`config.mk`:
```
export PLATFORM = sky130hd
export DESIGN_NAME = wrr_packet_arbiter
export DESIGN_NICKNAME = d
export VERILOG_FILES = /design/src/rtl/wrr_packet_arbiter.sv
export SDC_FILE = /design/constraint.sdc
export NUM_CORES = 1
export LEC_CHECK = 0
export ABC_AREA = 0
export CORE_MARGIN = 3
export CORE_UTILIZATION = 31
export DETAILED_ROUTE_END_ITERATION = 8
export GPL_ROUTABILITY_DRIVEN = 0
export PLACE_DENSITY = 0.87
export RECOVER_POWER = 50
export SYNTH_ARGS = -nofsm -noshare
export SYNTH_HDL_FRONTEND = slang
export SYNTH_SLANG_ARGS = --single-unit
```
`constraint.sdc`:
```
create_clock -name i_clk -period 3.1 [get_ports i_clk]
set_input_delay 0.62 -clock i_clk [delete_from_list [all_inputs] [get_ports i_clk]]
set_output_delay 0.62 -clock i_clk [all_outputs]
set_load 0.01 [all_outputs]
```
`src/rtl/wrr_packet_arbiter.sv`:
```
// Weighted round-robin packet arbiter.
// Several master streams share one valid/ready slave stream. A granted master
// keeps the slave until its last beat is accepted. Each port may send up to
// its weight in back-to-back packets before priority moves on to the next port.
module wrr_packet_arbiter #(
  parameter int PORTS_N  = 3,
  parameter int DATA_W   = 32,
  parameter int WEIGHT_W = 4
) (
  input  logic                         i_clk,
  input  logic                         i_reset,
  input  logic [PORTS_N*WEIGHT_W-1:0]  i_weight,
  input  logic [PORTS_N-1:0]           i_master_valid,
  input  logic [PORTS_N*DATA_W-1:0]    i_master_data,
  input  logic [PORTS_N-1:0]           i_master_last,
  output logic [PORTS_N-1:0]           o_master_ready,
  output logic                         o_slave_valid,
  output logic [DATA_W-1:0]            o_slave_data,
  output logic                         o_slave_last,
  input  logic                         i_slave_ready,
  output logic [PORTS_N-1:0]           o_grant_oh,
  output logic                         o_busy
);

  localparam int PTR_W = (PORTS_N > 1) ? $clog2(PORTS_N) : 1;

  typedef enum logic {
    IDLE   = 1'b0,
    LOCKED = 1'b1
  } state_t;

  state_t              state_q, state_d;
  logic [PORTS_N-1:0]  grant_oh_q, grant_oh_d;
  logic [PTR_W-1:0]    ptr_q, ptr_d;
  logic [WEIGHT_W-1:0] cnt_q, cnt_d;

  logic [PTR_W-1:0]    sel_idx;
  logic [PTR_W-1:0]    grant_idx;
  logic [PTR_W-1:0]    grant_next_idx;
  logic [WEIGHT_W-1:0] sel_weight;
  logic [WEIGHT_W-1:0] sel_quantum;
  logic                any_valid;
  logic                fire;

  // Find the first requesting port starting at the priority pointer and wrapping around.
  always_comb begin
    sel_idx = ptr_q;
    for (int k = PORTS_N - 1; k >= 0; k--) begin
      if (i_master_valid[PTR_W'((int'(ptr_q) + k) % PORTS_N)]) begin
        sel_idx = PTR_W'((int'(ptr_q) + k) % PORTS_N);
      end
    end
  end

  // Quantum the selected port would load; a weight of zero counts as one packet.
  always_comb begin
    sel_weight = '0;
    for (int p = 0; p < PORTS_N; p++) begin
      if (sel_idx == PTR_W'(p)) begin
        sel_weight = i_weight[p*WEIGHT_W +: WEIGHT_W];
      end
    end
    sel_quantum = (sel_weight == '0) ? WEIGHT_W'(1) : sel_weight;
  end

  // Route the granted master onto the slave; everything reads zero while no grant is held.
  always_comb begin
    grant_idx    = '0;
    o_slave_data = '0;
    for (int p = 0; p < PORTS_N; p++) begin
      if (grant_oh_q[p]) begin
        grant_idx    = PTR_W'(p);
        o_slave_data = i_master_data[p*DATA_W +: DATA_W];
      end
    end
    grant_next_idx = (grant_idx == PTR_W'(PORTS_N - 1)) ? '0 : grant_idx + PTR_W'(1);
  end

  assign any_valid      = |i_master_valid;
  assign o_slave_valid  = (state_q == LOCKED) && |(i_master_valid & grant_oh_q);
  assign o_slave_last   = (state_q == LOCKED) && |(i_master_last & grant_oh_q);
  assign o_master_ready = (state_q == LOCKED) ? (grant_oh_q & {PORTS_N{i_slave_ready}}) : '0;
  assign fire           = o_slave_valid & i_slave_ready;
  assign o_grant_oh     = grant_oh_q;
  assign o_busy         = (state_q == LOCKED);

  // Arbitrate in IDLE, then hold the grant until the packet's last beat is accepted.
  always_comb begin
    state_d    = state_q;
    grant_oh_d = grant_oh_q;
    ptr_d      = ptr_q;
    cnt_d      = cnt_q;
    case (state_q)
      IDLE: begin
        if (any_valid) begin
          state_d    = LOCKED;
          grant_oh_d = PORTS_N'(1) << sel_idx;
          if ((sel_idx != ptr_q) || (cnt_q == '0)) begin
            ptr_d = sel_idx;
            cnt_d = sel_quantum;
          end
        end
      end
      LOCKED: begin
        if (fire && o_slave_last) begin
          state_d    = IDLE;
          grant_oh_d = '0;
          cnt_d      = cnt_q - WEIGHT_W'(1);
          if (cnt_q == WEIGHT_W'(1)) begin
            ptr_d = grant_next_idx;
          end
        end
      end
    endcase
  end

  // State registers; reset also abandons any packet in flight.
  always_ff @(posedge i_clk) begin
    if (i_reset) begin
      state_q    <= IDLE;
      grant_oh_q <= '0;
      ptr_q      <= '0;
      cnt_q      <= '0;
    end else begin
      state_q    <= state_d;
      grant_oh_q <= grant_oh_d;
      ptr_q      <= ptr_d;
      cnt_q      <= cnt_d;
    end
  end

endmodule
```
==> flow_metrics.tcl <==
set metrics [dict create \
    status "finished, final reports clean" \
    portBuffers 157 \
    dpl_cell_area_um2 3280 \
    wl_per_cell_um 16.4 \
    grtUsageTotal 0.222 \
    grt_max_degree 42 \
    final_area_um2 3330 \
    yosysSeqAreaShare 0.121 \
    max_cap_violations 0 \
    yosys.cell_types.count 49 \
    crit_path_end_kind "register" \
    drt_first_pass_iters 4 \
    drcViolationCount 0 \
    postCtsHoldBufs 0 \
    crit_path_frequent_cell "a211oi_2" \
    pwr_density_cell_nw_per_um2 724 \
    die_w_um 78.9 \
    antenna_found_initial 0 \
    final.period_utilization 0.892 \
    syn_nets 367 \
    drv_slew 0 \
    clk_latency_ps 230 \
    fmax_mhz 362 \
    total_power_w 0.00241 \
    p_leak_nw 1.25 \
    setup_tns_ps 0 \
    stdcell_count 457 \
    antenna-diode-count 0 \
    ys_ff_latch 10 \
    synth_cells 244 \
    slowest_stage "clkdlybuf4s50_1" \
    cts_root_buffer "clkbuf_8" \
    r2r-start "ptr_q[0]" \
    setup_viol_count_final 0 \
    path_cells "clkdlybuf4s50_1 > nand2b_1 > a21o_1 > a211oi_2 > nor3_1 > a211oi_2 > o22ai_2 > o211ai_1 > o31ai_2" \
    min_path_type "reg -> reg" \
    layout_common_cells "clkdlybuf4s50_1, nand2_1, a22oi_1, o21ai_0, dlygate4sd3_1" \
    hold_viol_final 0 \
    slew-limit-headroom 0.652 \
    path_clk_slew_ps 50 \
    numClockSinks 10 \
    cts_resized 0 \
    grt_first_pass_wirelength_mm 11.2 \
    grt_pass1_vias 2127 \
    start_util 0.333 \
    die_h_um 78.9 \
    syn_area_per_cell_um2 6.75 \
    antenna_left 0 \
    worstSetupStartpoint "i_master_valid[0]" \
    vias 2420 \
    htreeDepth 1 \
    drive_above_1_share 0.0744 \
    drt_iter0_drc 152 \
    cp.arrival_ps 2870 \
    core_um2 4940 \
    final_common_cell "clkdlybuf4s50_1" \
    startpoint_type "primary input" \
    ys_warn_count 0 \
    critPathMaxFanout 7 \
    grt_overflow 0 \
    worst_slew_pin_slew_ps 521 \
    hold-worst-slack_ps 533 \
    io_pins 158 \
    crit_type "in -> reg" \
    cpPeakStageDelay_ps 550 \
    final.setup_skew_ps 2.14 \
    synth.top_cell.area_share 0.150 \
    row_count 25 \
    period_minus_slack_ps 2770 \
    rsz0062_at_grt "no" \
    placedCellCount 453 \
    netlist_area_um2 1650 \
    cts_setup_buffers 0 \
    area_delta_synth_final_pct 102 \
    dieArea_um2 6230 \
    required_ps 3210 \
    synth.top_cells.by_area "a22oi_1, dfxtp_1, o21ai_0, nand2_1, ha_1" \
    ir_drop_v 0.000481 \
    synth.largest_area_cell "a22oi_1" \
    clock_path_buffers 2 \
    dpl.hpwl_mm 6.16 \
    wirelength_mm 7.50 \
    cts_buffers 3 \
    hp-start "cnt_q[1]" \
    final_nets 514 \
    avgViaCountPerCell 5.30 \
    tritoncts "yes" \
]
-- where the power goes --
| group | internal [W] | total, W | leakage [nW] | switching (W) |
|---|---|---|---|---|
| sequential | 0.000182 | 0.000270 | 0.0830 | 0.0000881 |
| combinational | 0.00101 | 0.00198 | 1.14 | 0.000965 |
| clock | 0.000112 | 0.000163 | 0.0288 | 0.0000515 |
-- cell usage after synthesis (all sizes together) --
master,instances
a211oi,3
a21bo,1
a21o,2
a21oi,12
a221oi,1
a222oi,2
a22oi,34
a311oi,4
a31oi,1
a32o,1
a32oi,1
and2,2
and3,5
buf,3
clkbuf,17
dfxtp,10
ha,6
inv,9
mux2,4
mux2i,1
nand2,41
nand2b,2
nand3,6
nand3b,1
nor2,12
nor2b,3
nor3,6
nor3b,2
o211a,1
o211ai,3
o21a,2
o21ai,36
o221a,1
o22ai,1
o31ai,5
or2,1
or3,1
xnor2,1
-- area by class of cell --
cell class | instances | area [µm²]
Multi-Input combinational cell | 205 | 1320
Clock buffer | 4 | 55.1
Tap cell | 67 | 83.8
Sequential cell | 10 | 201
Fill cell | 445 | 1610
Inverter | 9 | 33.8
Timing Repair Buffer | 162 | 1630
-- kinds of logic after synthesis --
logic type               count (synthesis)  share of synthesized area
buffers and inverters                   29                     0.0774
flip-flops                              10                      0.121
adder cells (fa/ha/maj)                  6                     0.0456
AND/OR/NAND/NOR                         82                      0.226
AO/OA/AOI/OAI                          111                      0.487
XOR/XNOR                                 1                    0.00532
multiplexers                             5                     0.0380
-- registers in the layout, indices dropped and copies added, names as in the netlist --
register and flops:
o_grant_oh 3, cnt_q 4, o_busy 1, ptr_q 2
-- through the flow --
step,setup slack [ps],utilization
finish,335,0.674
CTS,347,0.674
global route,139,0.674
floorplan,655,-
global placement,184,0.663
detailed placement,118,0.663
-- routing by layer --
| metal | GRT usage | up-vias | part of all wire |
|---|---|---|---|
| met4 | 0.0464 | 0 | 0.020 |
| li1 | - | 1207 | - |
| met1 | 0.270 | 1105 | 0.40 |
| met2 | 0.382 | 96 | 0.49 |
| met3 | 0.0714 | 12 | 0.087 |
| met5 | 0 | - | 0 |
-- worst max-delay path, delay by kind of cell --
family	cells	cell delay, ps
and+or+nand+nor	2	330
buffers and inverters	1	550
AOI/OAI and AO/OA	6	1370
-- final timing paths --
check,endpoint,slack [ps],cells after the start
worst max-delay path,cnt_q[0],330,9
worst min-delay path,cnt_q[1],530,1
worst max register to register,cnt_q[0],400,10
worst min register to register,cnt_q[1],530,1
(Power assumes the default switching activity.)
==> variant 1 (same flow settings) <==
The parameter `PORTS_N` goes from 3 to 5.
--- a/src/rtl/wrr_packet_arbiter.sv
+++ b/src/rtl/wrr_packet_arbiter.sv
@@ -3,7 +3,7 @@
 // keeps the slave until its last beat is accepted. Each port may send up to
 // its weight in back-to-back packets before priority moves on to the next port.
 module wrr_packet_arbiter #(
-  parameter int PORTS_N  = 3,
+  parameter int PORTS_N  = 5,
   parameter int DATA_W   = 32,
   parameter int WEIGHT_W = 4
 ) (
Ports: changed (6 resized); port bits go from 158 to 238. The function was not compared with the original's and may differ.
==> variant 1 against the original RTL <==
Synthesized area grew 140%. Sequential share of layout area shrank 2.6 points. Final area grew 140%. Cell count grew 130%. Via count grew to 2.6 times the old value. Highest routed layer unchanged. The run now ends with setup timing left. Worst setup slack lost 1.5 ns. Largest power group unchanged. Power grew to 3.4 times the old value. Routed wire length grew to 2.9 times the old value. Sequential cell count grew 3.
==> variant 1: results (changes against the original RTL) <==
Global route
  – Total GRT Usage: 0.2802 (was 0.2217)
  – Vias in the first global route: 5995 (was 2127)
  – Antenna violations before repair: 0 (unchanged)
  – Global-route wire length before repair: 32200 um (was 11220 um)
  – Largest net degree at the start of global routing: 72 (was 42)

STA
  – Final Skew: 0.004199 ns (was 0.002140 ns)
  – Rel. slew slack: 0.4925 (was 0.6524)
  – Slack of the critical path: -1.181 ns (was 0.3345 ns)
  – Setup Viol. Count Final: 17 (was 0)
  – Setup_tns: -12.24 ns (was 0 ns)

Synth
  – Synth top area cells: a221oi_1 7.9%, a22oi_1 7.4%, ha_1 6.8%, dfxtp_1 6.7%, nor2_1 6.1% (was a22oi_1 15%, dfxtp_1 12%, o21ai_0 9.7%, nand2_1 9.3%, ha_1 4.6%)
  – Post-synth top cells: 63 x nor2_1, 53 x nand2_1, 44 x o21ai_0 (was 41 x nand2_1, 33 x a22oi_1, 32 x o21ai_0)
  – Sequential area share after synthesis: 0.06710 (was 0.1215)
  – Net Count, Synth: 786 (was 367)
  – Post-Synthesis Cells: 572 (was 244)
  – Synth cell types: 78 (was 49)

Routing
  – Iter 0 DRT Violations: 757 (was 152)
  – DRT Wirelength: 22050 um (was 7496 um)
  – First-pass DRT Iterations: 6 (was 4)
  – Via/cell ratio: 5.953 (was 5.295)

Placed design
  – DP Area: 7337 um^2 (was 3276 um^2)
  – Detailed placer's ending HPWL: 16120 um (was 6156 um)
  – IO buf count: 237 (was 157)
  – Placed Cells incl. Taps: 1038 (was 453)
  – Placement Setup Slack: -1.000 ns (was 0.1176 ns)

Finish
  – Layout cell share with drive strength beyond 1: 0.2567 (was 0.07436)
  – Finished Layout Cells: 1068 (was 457)
  – Max FFs per register: 5 (was 4)

Status
  – Status: finished with violations (was finished clean)
  – Failing checks: setup timing

Power and ir drop
  – Worst vdd ir: 0.001183 V (was 0.0004806 V)
  – Leak: 3.108 nW (was 1.247 nW)

Clocking
  – Htree depth: 1 (unchanged)
  – Clock root cell: clkbuf_16 (was clkbuf_8)
## variant 1: final timing paths
| path | start | to | slack, ns | cells after the start |
|---|---|---|---|---|
| max reg2reg | ptr_q[0] | cnt_q[3] | -1.18 | 20 |
| min reg2reg | cnt_q[3] | cnt_q[3] | 0.53 | 2 |
| max | ptr_q[0] | cnt_q[3] | -1.18 | 20 |
| min | cnt_q[3] | cnt_q[3] | 0.53 | 2 |
## variant 1: worst max-delay path, stage by stage, from the launching register on
cell and delay [ns]:
dfxtp_4 0.41, ha_4 0.18, xor2_2 0.21, inv_1 0.11, ha_1 0.22, inv_1 0.09, ha_4 0.14, and4b_1 0.22
buf_4 0.14, buf_4 0.12, a21oi_1 0.17, o21ai_1 0.11, nand2_1 0.14, a311o_1 0.20, nand4_1 0.24, o311ai_4 0.49
buf_4 0.19, and4_1 0.24, a31oi_2 0.06, o211a_1 0.23, o32ai_1 0.27
## variant 1: area by class of cell
class	count	area, um^2
Tap cell	168	210.2
Timing Repair Buffer	375	3452
Inverter	20	91.34
Clock buffer	4	78.83
Sequential cell	13	272.8
Fill cell	949	4258
Multi-Input combinational cell	488	3749
## variant 1: cells by family (layout without fill, tap and decap cells)
| group | count (synthesis) | count (layout) | share of synthesized area |
|---|---|---|---|
| compound gates | 231 | 231 | 0.4523 |
| xor+xnor | 6 | 6 | 0.01839 |
| fa+ha+maj | 21 | 21 | 0.06774 |
| buf+inv | 71 | 399 | 0.07258 |
| flops | 13 | 13 | 0.06710 |
| mux | 20 | 20 | 0.05774 |
| simple gates | 210 | 210 | 0.2642 |
## variant 1: metal layers
metal | routed length (um) | GRT usage | up-vias | share of wire
met5 | 0 | 0 | - | 0
met4 | 633 | 0.06227 | 0 | 0.029
met3 | 2306 | 0.05574 | 84 | 0.10
met2 | 10270 | 0.4621 | 455 | 0.47
met1 | 8837 | 0.3779 | 2949 | 0.40
li1 | - | - | 2870 | -
## variant 1: report_power, final
part / total, W / leakage [nW] / switching, W / internal, W
Clock: 0.000244 / 0.0382 / 0.0000707 / 0.000173
Combinational: 0.00773 / 2.96 / 0.00388 / 0.00385
Sequential: 0.000326 / 0.110 / 0.0000983 / 0.000228
## variant 1: what timing repair did
item,in CTS,in global routing
resized for setup,28,29
setup buffers,14,13
hold buffers,0,0
setup endpoints to repair,13,28
pin swaps,21,12
## variant 1: through the flow
step,hold WS (ns),total power (W),utilization
global placement,0.4983,0.006494,0.6058
floorplan,0.4718,0.004289,-
CTS,0.5127,0.007399,0.6290
global route,0.5507,0.008743,0.6485
detailed placement,0.5027,0.006653,0.6058
finish,0.5309,0.008299,0.6485
==> variant 2 (same settings) <==
Made on the original files. Reset style: asynchronous (`i_reset`), changed in one clocked block.
--- a/src/rtl/wrr_packet_arbiter.sv
+++ b/src/rtl/wrr_packet_arbiter.sv
@@ -115,7 +115,7 @@
   end
 
   // State registers; reset also abandons any packet in flight.
-  always_ff @(posedge i_clk) begin
+  always_ff @(posedge i_clk or posedge i_reset) begin
     if (i_reset) begin
       state_q    <= IDLE;
       grant_oh_q <= '0;
Behaviour: differs if i_reset is asserted again (counterexample within 4 cycles, from zero or initial values and one cycle with i_reset high); with i_reset held inactive, the same outputs for 4 cycles.
==> variant 2 against the original RTL <==
Clock power up 4%. Final area down 1.1%. Sequential cell count unchanged. Register-to-register slack worse by 0.19 ns. Worst setup slack worse by 0.25 ns. Global-route usage up 1.7 points. Power up 4.2%. Critical path depth down 5. Non-clock buffer count up 4. Routed wire length up 1.9%. Synthesized area down 3.4%. Clock skew up 0.0010 ns. Die area down 3.2%. Largest cell class unchanged.
==> variant 2: results (changes against the original RTL) <==
Synth
  – Synth top area share: 0.1572 (was 0.1503)
  – Sequential area share after synthesis: 0.1572 (was 0.1215)
  – Asr flop ratio synth: 1.000 (was 0)
  – Post-Syn Area per Cell: 6.577 um^2 (was 6.753 um^2)
  – Synth Flop Type: dfrtp_1 (was dfxtp_1)

Finish
  – Fin nets: 517 (was 514)
  – Area occupied by multi-input gates: 1227 um^2 (was 1323 um^2)
  – Fraction of area in registers: 0.07634 (was 0.06048)
  – Fin util: 0.6795 (was 0.6739)
  – Layout cell share with drive strength beyond 1: 0.05344 (was 0.07436)
  – Multi-input comb cells: 202 (was 205)
  – Finished Layout Cells: 460 (was 457)
  – Bufs w/o clock: 166 (was 162)
  – Buffering overhead: 0.4964 (was 0.4906)

Routing
  – Via/cell ratio: 5.289 (was 5.295)
  – Iter 0 DRT Violations: 110 (was 152)
  – DR WL met3: 544 um (was 651 um)
  – Met2 wire length: 3758 um (was 3694 um)

Setup path
  – Reg2reg setup slack: 0.21 ns (was 0.40 ns)
  – RR Startpoint: ptr_q[0] (unchanged)
  – Crit path from: i_master_valid[1] (was i_master_valid[0])
  – CP max stage cell: dlygate4sd3_1 (was clkdlybuf4s50_1)
  – CP endpoint: o_slave_valid (was cnt_q[0])
  – Reg2reg end: cnt_q[0] (unchanged)

Power and ir drop
  – Leak: 1.280 nW (was 1.247 nW)
  – Internal: 0.001308 W (was 0.001307 W)
  – Worst vdd ir: 0.0004916 V (was 0.0004806 V)

Hold path
  – Hold worst-path end: cnt_q[1] (unchanged)

STA
  – Hold Worst Slack: 0.5646 ns (was 0.5332 ns)
  – Minimum clock period: 3.018 ns (was 2.765 ns)

Placed design
  – Placement Setup Slack: -0.002670 ns (was 0.1176 ns)
  – DP Area: 3243 um^2 (was 3276 um^2)

Status
  – Status: finished clean (unchanged)
[variant 2: changes by cell type after synthesis, moves of 4 or more]
| cell | before | now |
|---|---|---|
| dfxtp_1 | 10 | 0 |
| dfrtp_1 | 0 | 10 |
| a311oi_1 | 4 | 0 |
| nand2_1 | 41 | 51 |
| o21ai_0 | 32 | 42 |
[variant 2: power groups by stage]
| stage | clock network, W | registers (W) | logic (W) |
|---|---|---|---|
| after floorplan | 0 | 0.000263 | 0.00119 |
| after global placement | 0 | 0.000335 | 0.00199 |
| after detailed placement | 0 | 0.000336 | 0.00203 |
| after CTS | 0.000169 | 0.000335 | 0.00205 |
| after global routing | 0.000179 | 0.000354 | 0.00218 |
| final | 0.000169 | 0.000340 | 0.00200 |
[variant 2: logic make-up (layout without fill, tap and decap cells)]
group	count (synthesis)	count (layout)	synth area share
compound gates	108	108	0.4607
flops	10	10	0.1572
simple gates	81	81	0.2170
mux	6	6	0.03931
fa+ha+maj	6	6	0.04717
xor+xnor	1	1	0.005504
buf+inv	30	181	0.07311
